### config.mk
export PLATFORM = sky130hd
export DESIGN_NAME = cache_port_arbiter
export DESIGN_NICKNAME = d
export VERILOG_FILES = /design/src/rtl/cache_port_arbiter.sv
export SDC_FILE = /design/constraint.sdc
export NUM_CORES = 1
export LEC_CHECK = 0
export BUFFER_PORTS_ARGS = -buffer_cell sky130_fd_sc_hd__clkbuf_2
export CAP_MARGIN = 20
export CELL_PAD_IN_SITES_DETAIL_PLACEMENT = 1
export CELL_PAD_IN_SITES_GLOBAL_PLACEMENT = 1
export CORE_MARGIN = 5
export CORE_UTILIZATION = 26
export CTS_BUF_LIST = sky130_fd_sc_hd__clkbuf_8
export CTS_CLUSTER_DIAMETER = 50
export CTS_CLUSTER_SIZE = 24
export DETAILED_ROUTE_END_ITERATION = 7
export GPL_TIMING_DRIVEN = 0
export PLACE_DENSITY = 0.6
export SYNTH_ARGS = -nofsm -noshare
export SYNTH_HDL_FRONTEND = slang
export SYNTH_SLANG_ARGS = --single-unit
### constraint.sdc
create_clock -name clk -period 1.6 [get_ports clk]
set_input_delay 0.08 -clock clk [delete_from_list [all_inputs] [get_ports clk]]
set_output_delay 0.08 -clock clk [all_outputs]
set_load 0.005 [all_outputs]
### src/rtl/cache_port_arbiter.sv
// Round-robin two-requester sequencer for the single-line byte cache: one registered
// command per cycle, per-byte valid mask for hit reporting, and a one-cycle line flush.
module cache_port_arbiter #(
  parameter int DATA_W = 8,
  parameter int OFF_W  = 5
) (
  input  logic              clk,
  input  logic              rst,
  input  logic              a_req,
  input  logic              a_we,
  input  logic [OFF_W-1:0]  a_off,
  input  logic [DATA_W-1:0] a_wdata,
  output logic              a_gnt,
  output logic              a_rvalid,
  output logic [DATA_W-1:0] a_rdata,
  output logic              a_hit,
  input  logic              b_req,
  input  logic              b_we,
  input  logic [OFF_W-1:0]  b_off,
  input  logic [DATA_W-1:0] b_wdata,
  output logic              b_gnt,
  output logic              b_rvalid,
  output logic [DATA_W-1:0] b_rdata,
  output logic              b_hit,
  input  logic              flush,
  output logic              flush_busy,
  output logic              cache_wren,
  output logic [DATA_W-1:0] cache_data,
  output logic [OFF_W-1:0]  cache_wroffset,
  output logic [OFF_W-1:0]  cache_rdoffset,
  input  logic [DATA_W-1:0] cache_q
);

  localparam int LINE = 1 << OFF_W;

  typedef enum logic [1:0] {IDLE, ISSUE, FLUSH} state_t;

  state_t              state, state_nxt;
  logic                last_b;
  logic                pick_a, pick_b, issue;
  logic                sel_we;
  logic [OFF_W-1:0]    sel_off;
  logic [DATA_W-1:0]   sel_wdata;
  logic                cmd_rd_p0;
  logic [LINE-1:0]     valid_mask;

  // Decide, from the requests present at this edge, what the next cycle issues.
  always_comb begin
    state_nxt = IDLE;
    pick_a    = a_req & (~b_req | last_b);
    pick_b    = b_req & ~pick_a;
    sel_we    = pick_a ? a_we    : b_we;
    sel_off   = pick_a ? a_off   : b_off;
    sel_wdata = pick_a ? a_wdata : b_wdata;
    case (state)
      FLUSH:   state_nxt = IDLE;
      default: begin
        if (flush)               state_nxt = FLUSH;
        else if (a_req || b_req) state_nxt = ISSUE;
        else                     state_nxt = IDLE;
      end
    endcase
    issue = (state_nxt == ISSUE);
  end

  assign flush_busy = (state == FLUSH);

  // p0: command cycle registers; p1: read return captured at the end of the command cycle.
  always_ff @(posedge clk) begin
    if (rst) begin
      state          <= IDLE;
      last_b         <= 1'b1;
      a_gnt          <= 1'b0;
      b_gnt          <= 1'b0;
      cache_wren     <= 1'b0;
      cmd_rd_p0      <= 1'b0;
      cache_data     <= '0;
      cache_wroffset <= '0;
      cache_rdoffset <= '0;
      valid_mask     <= '0;
      a_rvalid       <= 1'b0;
      b_rvalid       <= 1'b0;
      a_rdata        <= '0;
      b_rdata        <= '0;
      a_hit          <= 1'b0;
      b_hit          <= 1'b0;
    end else begin
      state      <= state_nxt;
      a_gnt      <= issue & pick_a;
      b_gnt      <= issue & pick_b;
      cache_wren <= issue & sel_we;
      cmd_rd_p0  <= issue & ~sel_we;
      if (issue) begin
        last_b <= pick_b;
        if (sel_we) begin
          cache_data     <= sel_wdata;
          cache_wroffset <= sel_off;
        end else begin
          cache_rdoffset <= sel_off;
        end
      end

      if (state == FLUSH)  valid_mask <= '0;
      else if (cache_wren) valid_mask[cache_wroffset] <= 1'b1;

      a_rvalid <= a_gnt & cmd_rd_p0;
      b_rvalid <= b_gnt & cmd_rd_p0;
      if (a_gnt && cmd_rd_p0) begin
        a_rdata <= cache_q;
        a_hit   <= valid_mask[cache_rdoffset];
      end
      if (b_gnt && cmd_rd_p0) begin
        b_rdata <= cache_q;
        b_hit   <= valid_mask[cache_rdoffset];
      end
    end
  end

endmodule

Word level (Yosys, flattened, before mapping)
Index checks and enable logic that the tools add are counted.
{ "classes": {"n_lt_le_gt_ge": 3, "eq_ne": 2, "muxes": 10, "n_bitwise": 13, "reduce_logical": 7} }
{ "ops": {"columns": ["operator", "n"], "rows": [
  ["$or 32x32->32", 1],
  ["$lt 5x6->1 const B", 2],
  ["$and 1x1->1", 8],
  ["$mux 8", 1],
  ["$bmux 1 s5", 1],
  ["$demux 1 s5", 1],
  ["$ge 5x1->1 const B", 1],
  ["$mux 5", 1],
  ["$mux 1", 4],
  ["$mux 2", 2],
  ["$reduce_and 2->1", 2],
  ["$logic_and 1x1->1", 3],
  ["$not 1->1", 3],
  ["$eq 2x1->1 const B", 1],
  ["$eq 2x2->1 const B", 1],
  ["$reduce_or 2->1", 1],
  ["$logic_or 1x1->1", 1],
  ["$or 1x1->1", 1]
]} }
{ "word_totals": {"regBits": 77, "input_bits": 41, "elab_cells": 51} }

Logic depth before layout (Yosys ltp)
{ "logic_depth": {"word_depth": 6, "depth_mapped": 7} }

Worst setup path before layout
Ideal clock, no wire load.
{ "synth_timing": {"path_kind": "reg-to-reg", "from": "register last_b", "to": "register cache_data[6]", "setup_ns": 0.088, "arrival_ns": 1.303, "slack_ns": 0.209, "path_stages_with_launch": 8, "synth_period_minus_slack_ns": 1.391, "cell_sequence": "dfxtp_1 -> nand2b_1 -> buf_4 -> nand3_2 -> a21boi_4 -> buf_6 -> nor2_1 -> a311oi_2"} }
{ "synth_via": {"elab_chain_len": 4} }
{ "synth_rtl": {"columns": ["item", "line_no", "rtl"], "rows": [
  ["from (decl)", "39", "logic last_b;"],
  ["from (signal assigned)", "94", "last_b <= pick_b;"],
  ["$or 1x1->1 (*)", "50", "pick_a = a_req & (~b_req | last_b);"],
  ["$and 1x1->1 (*)", "50", null],
  ["$mux 1", "52", "sel_we = pick_a ? a_we : b_we;"],
  ["$reduce_and 2->1 (no line)", null, null],
  ["to (signal assigned)", "96", "cache_data <= sel_wdata;"],
  ["to (decl)", "28", "output logic [DATA_W-1:0] cache_data,"]
]} }
Every way passes the cells marked *; elsewhere a longest branch is shown, timed or not.
A chain may end at the register's enable or synchronous reset.

Final worst setup path
{ "layout_timing": {"from": "register cache_wroffset[2]", "to": "register valid_mask[5]"} }
{ "layout_via": {"elab_chain_len": 5} }
{ "layout_rtl": {"columns": ["item", "line_no", "rtl"], "rows": [
  ["from (decl)", "29", "output logic [OFF_W-1:0] cache_wroffset,"],
  ["from (signal assigned)", "97", "cache_wroffset <= sel_off;"],
  ["$lt 5x6->1 (implied by the code) or $ge 5x1->1 (tied branches)", "104", "else if (cache_wren) valid_mask[cache_wroffset] <= 1'b1;"],
  ["$logic_and 1x1->1 (implied by the code)", "104", null],
  ["$mux 1 (implied by the code)", "104", null],
  ["$demux 1 s5 (*)", "104", null],
  ["$or 32x32->32 (no line) (*)", null, null],
  ["to (signal assigned)", "80", "valid_mask <= '0;"],
  ["to (signal assigned)", "103", "if (state == FLUSH) valid_mask <= '0;"],
  ["to (signal, indexed assignment)", "104", null],
  ["to (decl)", "45", "logic [LINE-1:0] valid_mask;"]
]} }
Marked as above.

==> flow_summary_export.csv <==
group,metric,value,unit
run_status,outcome,"completed",
clocking,cts.sinks,77,
logic_synthesis,synth_cell_type_count,36,
hold_path,whs_path_depth,3,
critical_path,reg2reg_slack,0.01,ns
critical_path,max_stage_delay,0.53,ns
pwr,p_leak,1.75,nW
pwr,powerDensity,910,nW/um2
job,maxCapViolCount,0,
logic_synthesis,synth_compound_area_frac,0.171,
routing,first_pass_iters,4,
timing,final-max-slew-violation-count,0,
timing,rsz0062_at_grt,"true",
placement,dpl.hpwl,7.58,mm
finish,fill_cells,1430,
logic_synthesis,syn_nets,402,
critical_path,critPathKind,"flip-flop to flip-flop",
timing,finalHoldViolCount,0,
logic_synthesis,synthAdderAreaFrac,0,
routing,finalWirelength,10.6,mm
routing,routedWlPerCell,16.6,um
timing,skew,0.00815,ns
clocking,cts_made_buffers,9,
floorplanning,core.rowCount,40,
clocking,cts-htree-levels,3,
pwr,ir_worst_vdd,0.433,mV
logic_synthesis,avgSynthCellArea,8.69,um2
global_route,antenna_found_initial,0,
finish,drive_gt1_frac,0.308,
timing,clock.fmax,0.630,GHz
hold_path,hold_class,"input pin to flip-flop",
critical_path,reg2reg_depth,4,
placement,place_congestion,0.791,
clocking,clk_pin_slew,0.08,ns
finish,synthToLayoutAreaGrowth,39.8,%
logic_synthesis,yosysWarnings,0,
floorplanning,die-height,120,um
critical_path,cp_cell_sequence,"clkbuf_1 > nor3b_1 > a21oi_1 > nor2_1",
global_route,grt_use_total,0.148,
routing,num_vias,2987,
global_route,grt_pass1_wl,16.6,mm
logic_synthesis,synth-seq-cells,77,
timing,setup_viol,0,
critical_path,endpoint_kind,"flip-flop",
floorplanning,ioPinCount,83,
critical_path,cp.buffers_inverters,1,
critical_path,worstReg2RegEnd,"valid_mask[5]",
routing,ant_nets,0,
critical_path,startpoint,"cache_wroffset[2]",
logic_synthesis,synth_seq_area_share,0.491,
critical_path,startpoint_type,"flip-flop",
logic_synthesis,synthesis.area,3140,um2
critical_path,slowest_stage,"nor3b_1",
logic_synthesis,syn-instance-count,361,
finish,num_antenna_cells,0,
routing,drc_errors,0,
floorplanning,die_w,120,um
routing,drtIter0Drc,106,
clocking,root_buffer,"clkbuf_8",
timing,period_share,0.992,
timing,setup_slack,0.0127,ns
logic_synthesis,synthSimpleGateAreaFrac,0.225,
routing,vias_per_cell,4.66,
critical_path,crit_fanout,9,
timing,period_minus_slack,1.59,ns
global_route,grt_overflow,0,
critical_path,crit_arrival,1.88,ns
clocking,cts_buffer_depth,2,
logic_synthesis,synthXorXnorAreaFrac,0,
clocking,cts_tree,"built",
global_route,grt_pass1_vias,3180,
logic_synthesis,synthMuxAreaShare,0.0670,
finish,utilization,0.368,
timing,slew_headroom,0.477,
critical_path,path_delay_family,"simple AND/OR/NAND/NOR gates",
placement,placement.io_buffers,81,
finish,finalNetCount,530,
global_route,grt_max_degree,13,
critical_path,cp.required,1.89,ns
logic_synthesis,synth_top_family_by_area,"simple AND/OR/NAND/NOR gates",
floorplanning,coreArea,11900,um2
critical_path,critical_path_depth,4,
critical_path,rr_startpoint,"cache_wroffset[2]",
critical_path,cp-endpoint,"valid_mask[5]",
floorplanning,die_area,14400,um2
timing,worst_pin_slew,0.781,ns
placement,dp_slack,-0.186,ns
clocking,clk_latency,0.35,ns
floorplanning,start_util,0.263,
## placed cells by master, fill, tap and decap left out, types with 2 or more instances in the layout
| cell type | n |
|---|---|
| clkbuf_1 | 11 |
| nand3_2 | 2 |
| nand3_1 | 12 |
| a21oi_1 | 51 |
| nand2b_1 | 3 |
| clkbuf_2 | 82 |
| nor3_1 | 2 |
| mux2i_1 | 15 |
| and3_1 | 2 |
| clkinv_2 | 4 |
| nor2b_1 | 4 |
| nand2_1 | 50 |
| dfxtp_1 | 75 |
| buf_4 | 9 |
| dlygate4sd3_1 | 23 |
| a211oi_2 | 8 |
| clkbuf_8 | 10 |
| buf_6 | 7 |
| o21ba_2 | 5 |
| and2_1 | 7 |
| nor2_1 | 61 |
| and3b_1 | 3 |
| mux2i_2 | 5 |
| inv_1 | 3 |
| nor3b_1 | 4 |
| buf_2 | 4 |
| a22oi_1 | 4 |
| a311oi_1 | 7 |
## state kept, by name (all words and copies together), names as in the netlist
name and flops:
a_gnt 1, a_hit 1, a_rdata 8, a_rvalid 1, b_gnt 1, b_hit 1
b_rdata 8, b_rvalid 1, cache_data 8, cache_rdoffset 5, cache_wren 1, cache_wroffset 5
cmd_rd_p0 1, last_b 1, state 2, valid_mask 32
## report_power, final
part           total (mW)  internal [mW]  leakage [nW]  switching, mW
Clock                1.46          0.747         0.107          0.713
Sequential           2.00           1.96         0.624         0.0385
Combinational       0.533          0.257          1.02          0.276
## worst min-delay path, stage by stage
cell and delay (ns):
clkbuf_2 0.08, nand3_1 0.07, a311oi_1 0.08
## how the worst min path moves through the flow
stage	from	to	slack, ns
after floorplan	flush	state[1]	0.19
after global placement	flush	state[1]	0.31
after detailed placement	flush	state[1]	0.33
after CTS	a_wdata[6]	cache_data[6]	0.01
after global routing	a_wdata[5]	cache_data[5]	0.007
final	a_wdata[5]	cache_data[5]	0.02
## logic make-up after synthesis
family	Yosys count
AND/OR/NAND/NOR	157
flip-flops	77
multiplexers	21
buffers and inverters	26
AO/OA/AOI/OAI	80
## through the flow
| step | std cells | hold slack [ns] | TNS (ns) | cell area [um2] | power, mW |
|---|---|---|---|---|---|
| final | 641 | 0.0159 | 0 | 4390 | 3.99 |
| after global routing | 641 | 0.00705 | -1.29 | 4390 | 4.15 |
| after CTS | 637 | 0.0117 | 0 | 4280 | 4.01 |
| after detailed placement | 590 | 0.328 | -1.91 | 3730 | 2.46 |
| after global placement | 589 | 0.315 | -1.99 | 3730 | 2.45 |
| after floorplan | 361 | 0.192 | 0 | 3140 | 2.27 |
## cells in the mapped netlist
cell / n / area share
and2_1: 7 / 0.014
nand3_2: 1 / 0.0032
nand2_1: 50 / 0.060
o21bai_1: 1 / 0.0024
a221o_1: 1 / 0.0032
inv_1: 2 / 0.0024
and3b_1: 3 / 0.0084
nor2_1: 62 / 0.074
nor3b_1: 4 / 0.0096
a22oi_1: 4 / 0.0096
nand3_1: 13 / 0.021
buf_12: 1 / 0.0064
a311oi_2: 1 / 0.0048
clkbuf_1: 13 / 0.016
a211oi_1: 3 / 0.0072
buf_6: 2 / 0.0072
and4b_1: 1 / 0.0032
nand2_2: 1 / 0.0020
and2_0: 1 / 0.0020
nor3_1: 2 / 0.0032
o21ai_1: 1 / 0.0016
dfxtp_1: 77 / 0.49
buf_4: 2 / 0.0048
buf_1: 1 / 0.0012
or2_2: 1 / 0.0020
and4_1: 1 / 0.0028
a21oi_1: 51 / 0.081
mux2i_1: 21 / 0.067
and3_1: 2 / 0.0040
nor2b_1: 5 / 0.010
a211oi_2: 5 / 0.020
buf_2: 5 / 0.0080
a311oi_1: 7 / 0.020
nand2b_1: 3 / 0.0060
o21ba_2: 5 / 0.016
a21boi_4: 1 / 0.0060
## layout make-up
| cell class | count | area, um2 | area share |
|---|---|---|---|
| Inverter | 2 | 7.51 | 0.00171 |
| Buffer | 22 | 135 | 0.0308 |
| Clock inverter | 6 | 53.8 | 0.0123 |
| Sequential cell | 77 | 1550 | 0.353 |
| Tap cell | 147 | 184 | 0.0419 |
| Multi-Input combinational cell | 258 | 1530 | 0.350 |
| Timing Repair Buffer | 119 | 787 | 0.179 |
| Clock buffer | 10 | 138 | 0.0314 |
## repair_timing
action                                  in CTS  in global routing
hold buffers                                23                  0
endpoints found under the setup margin      27                 30
gates cloned                                 1                  0
endpoints found under the hold margin       25                  0
buffers inserted                             8                  5
gates resized for setup                     13                 21
pin swaps                                    4                 12
## per-layer routing
metal,track usage,vias up,part of all wire
met4,0.0616,0,0.017
met3,0.0302,14,0.035
met2,0.260,51,0.51
met5,0,-,0
met1,0.176,1431,0.44
li1,-,1491,-
No activity file was read; power rests on OpenSTA's default activity.
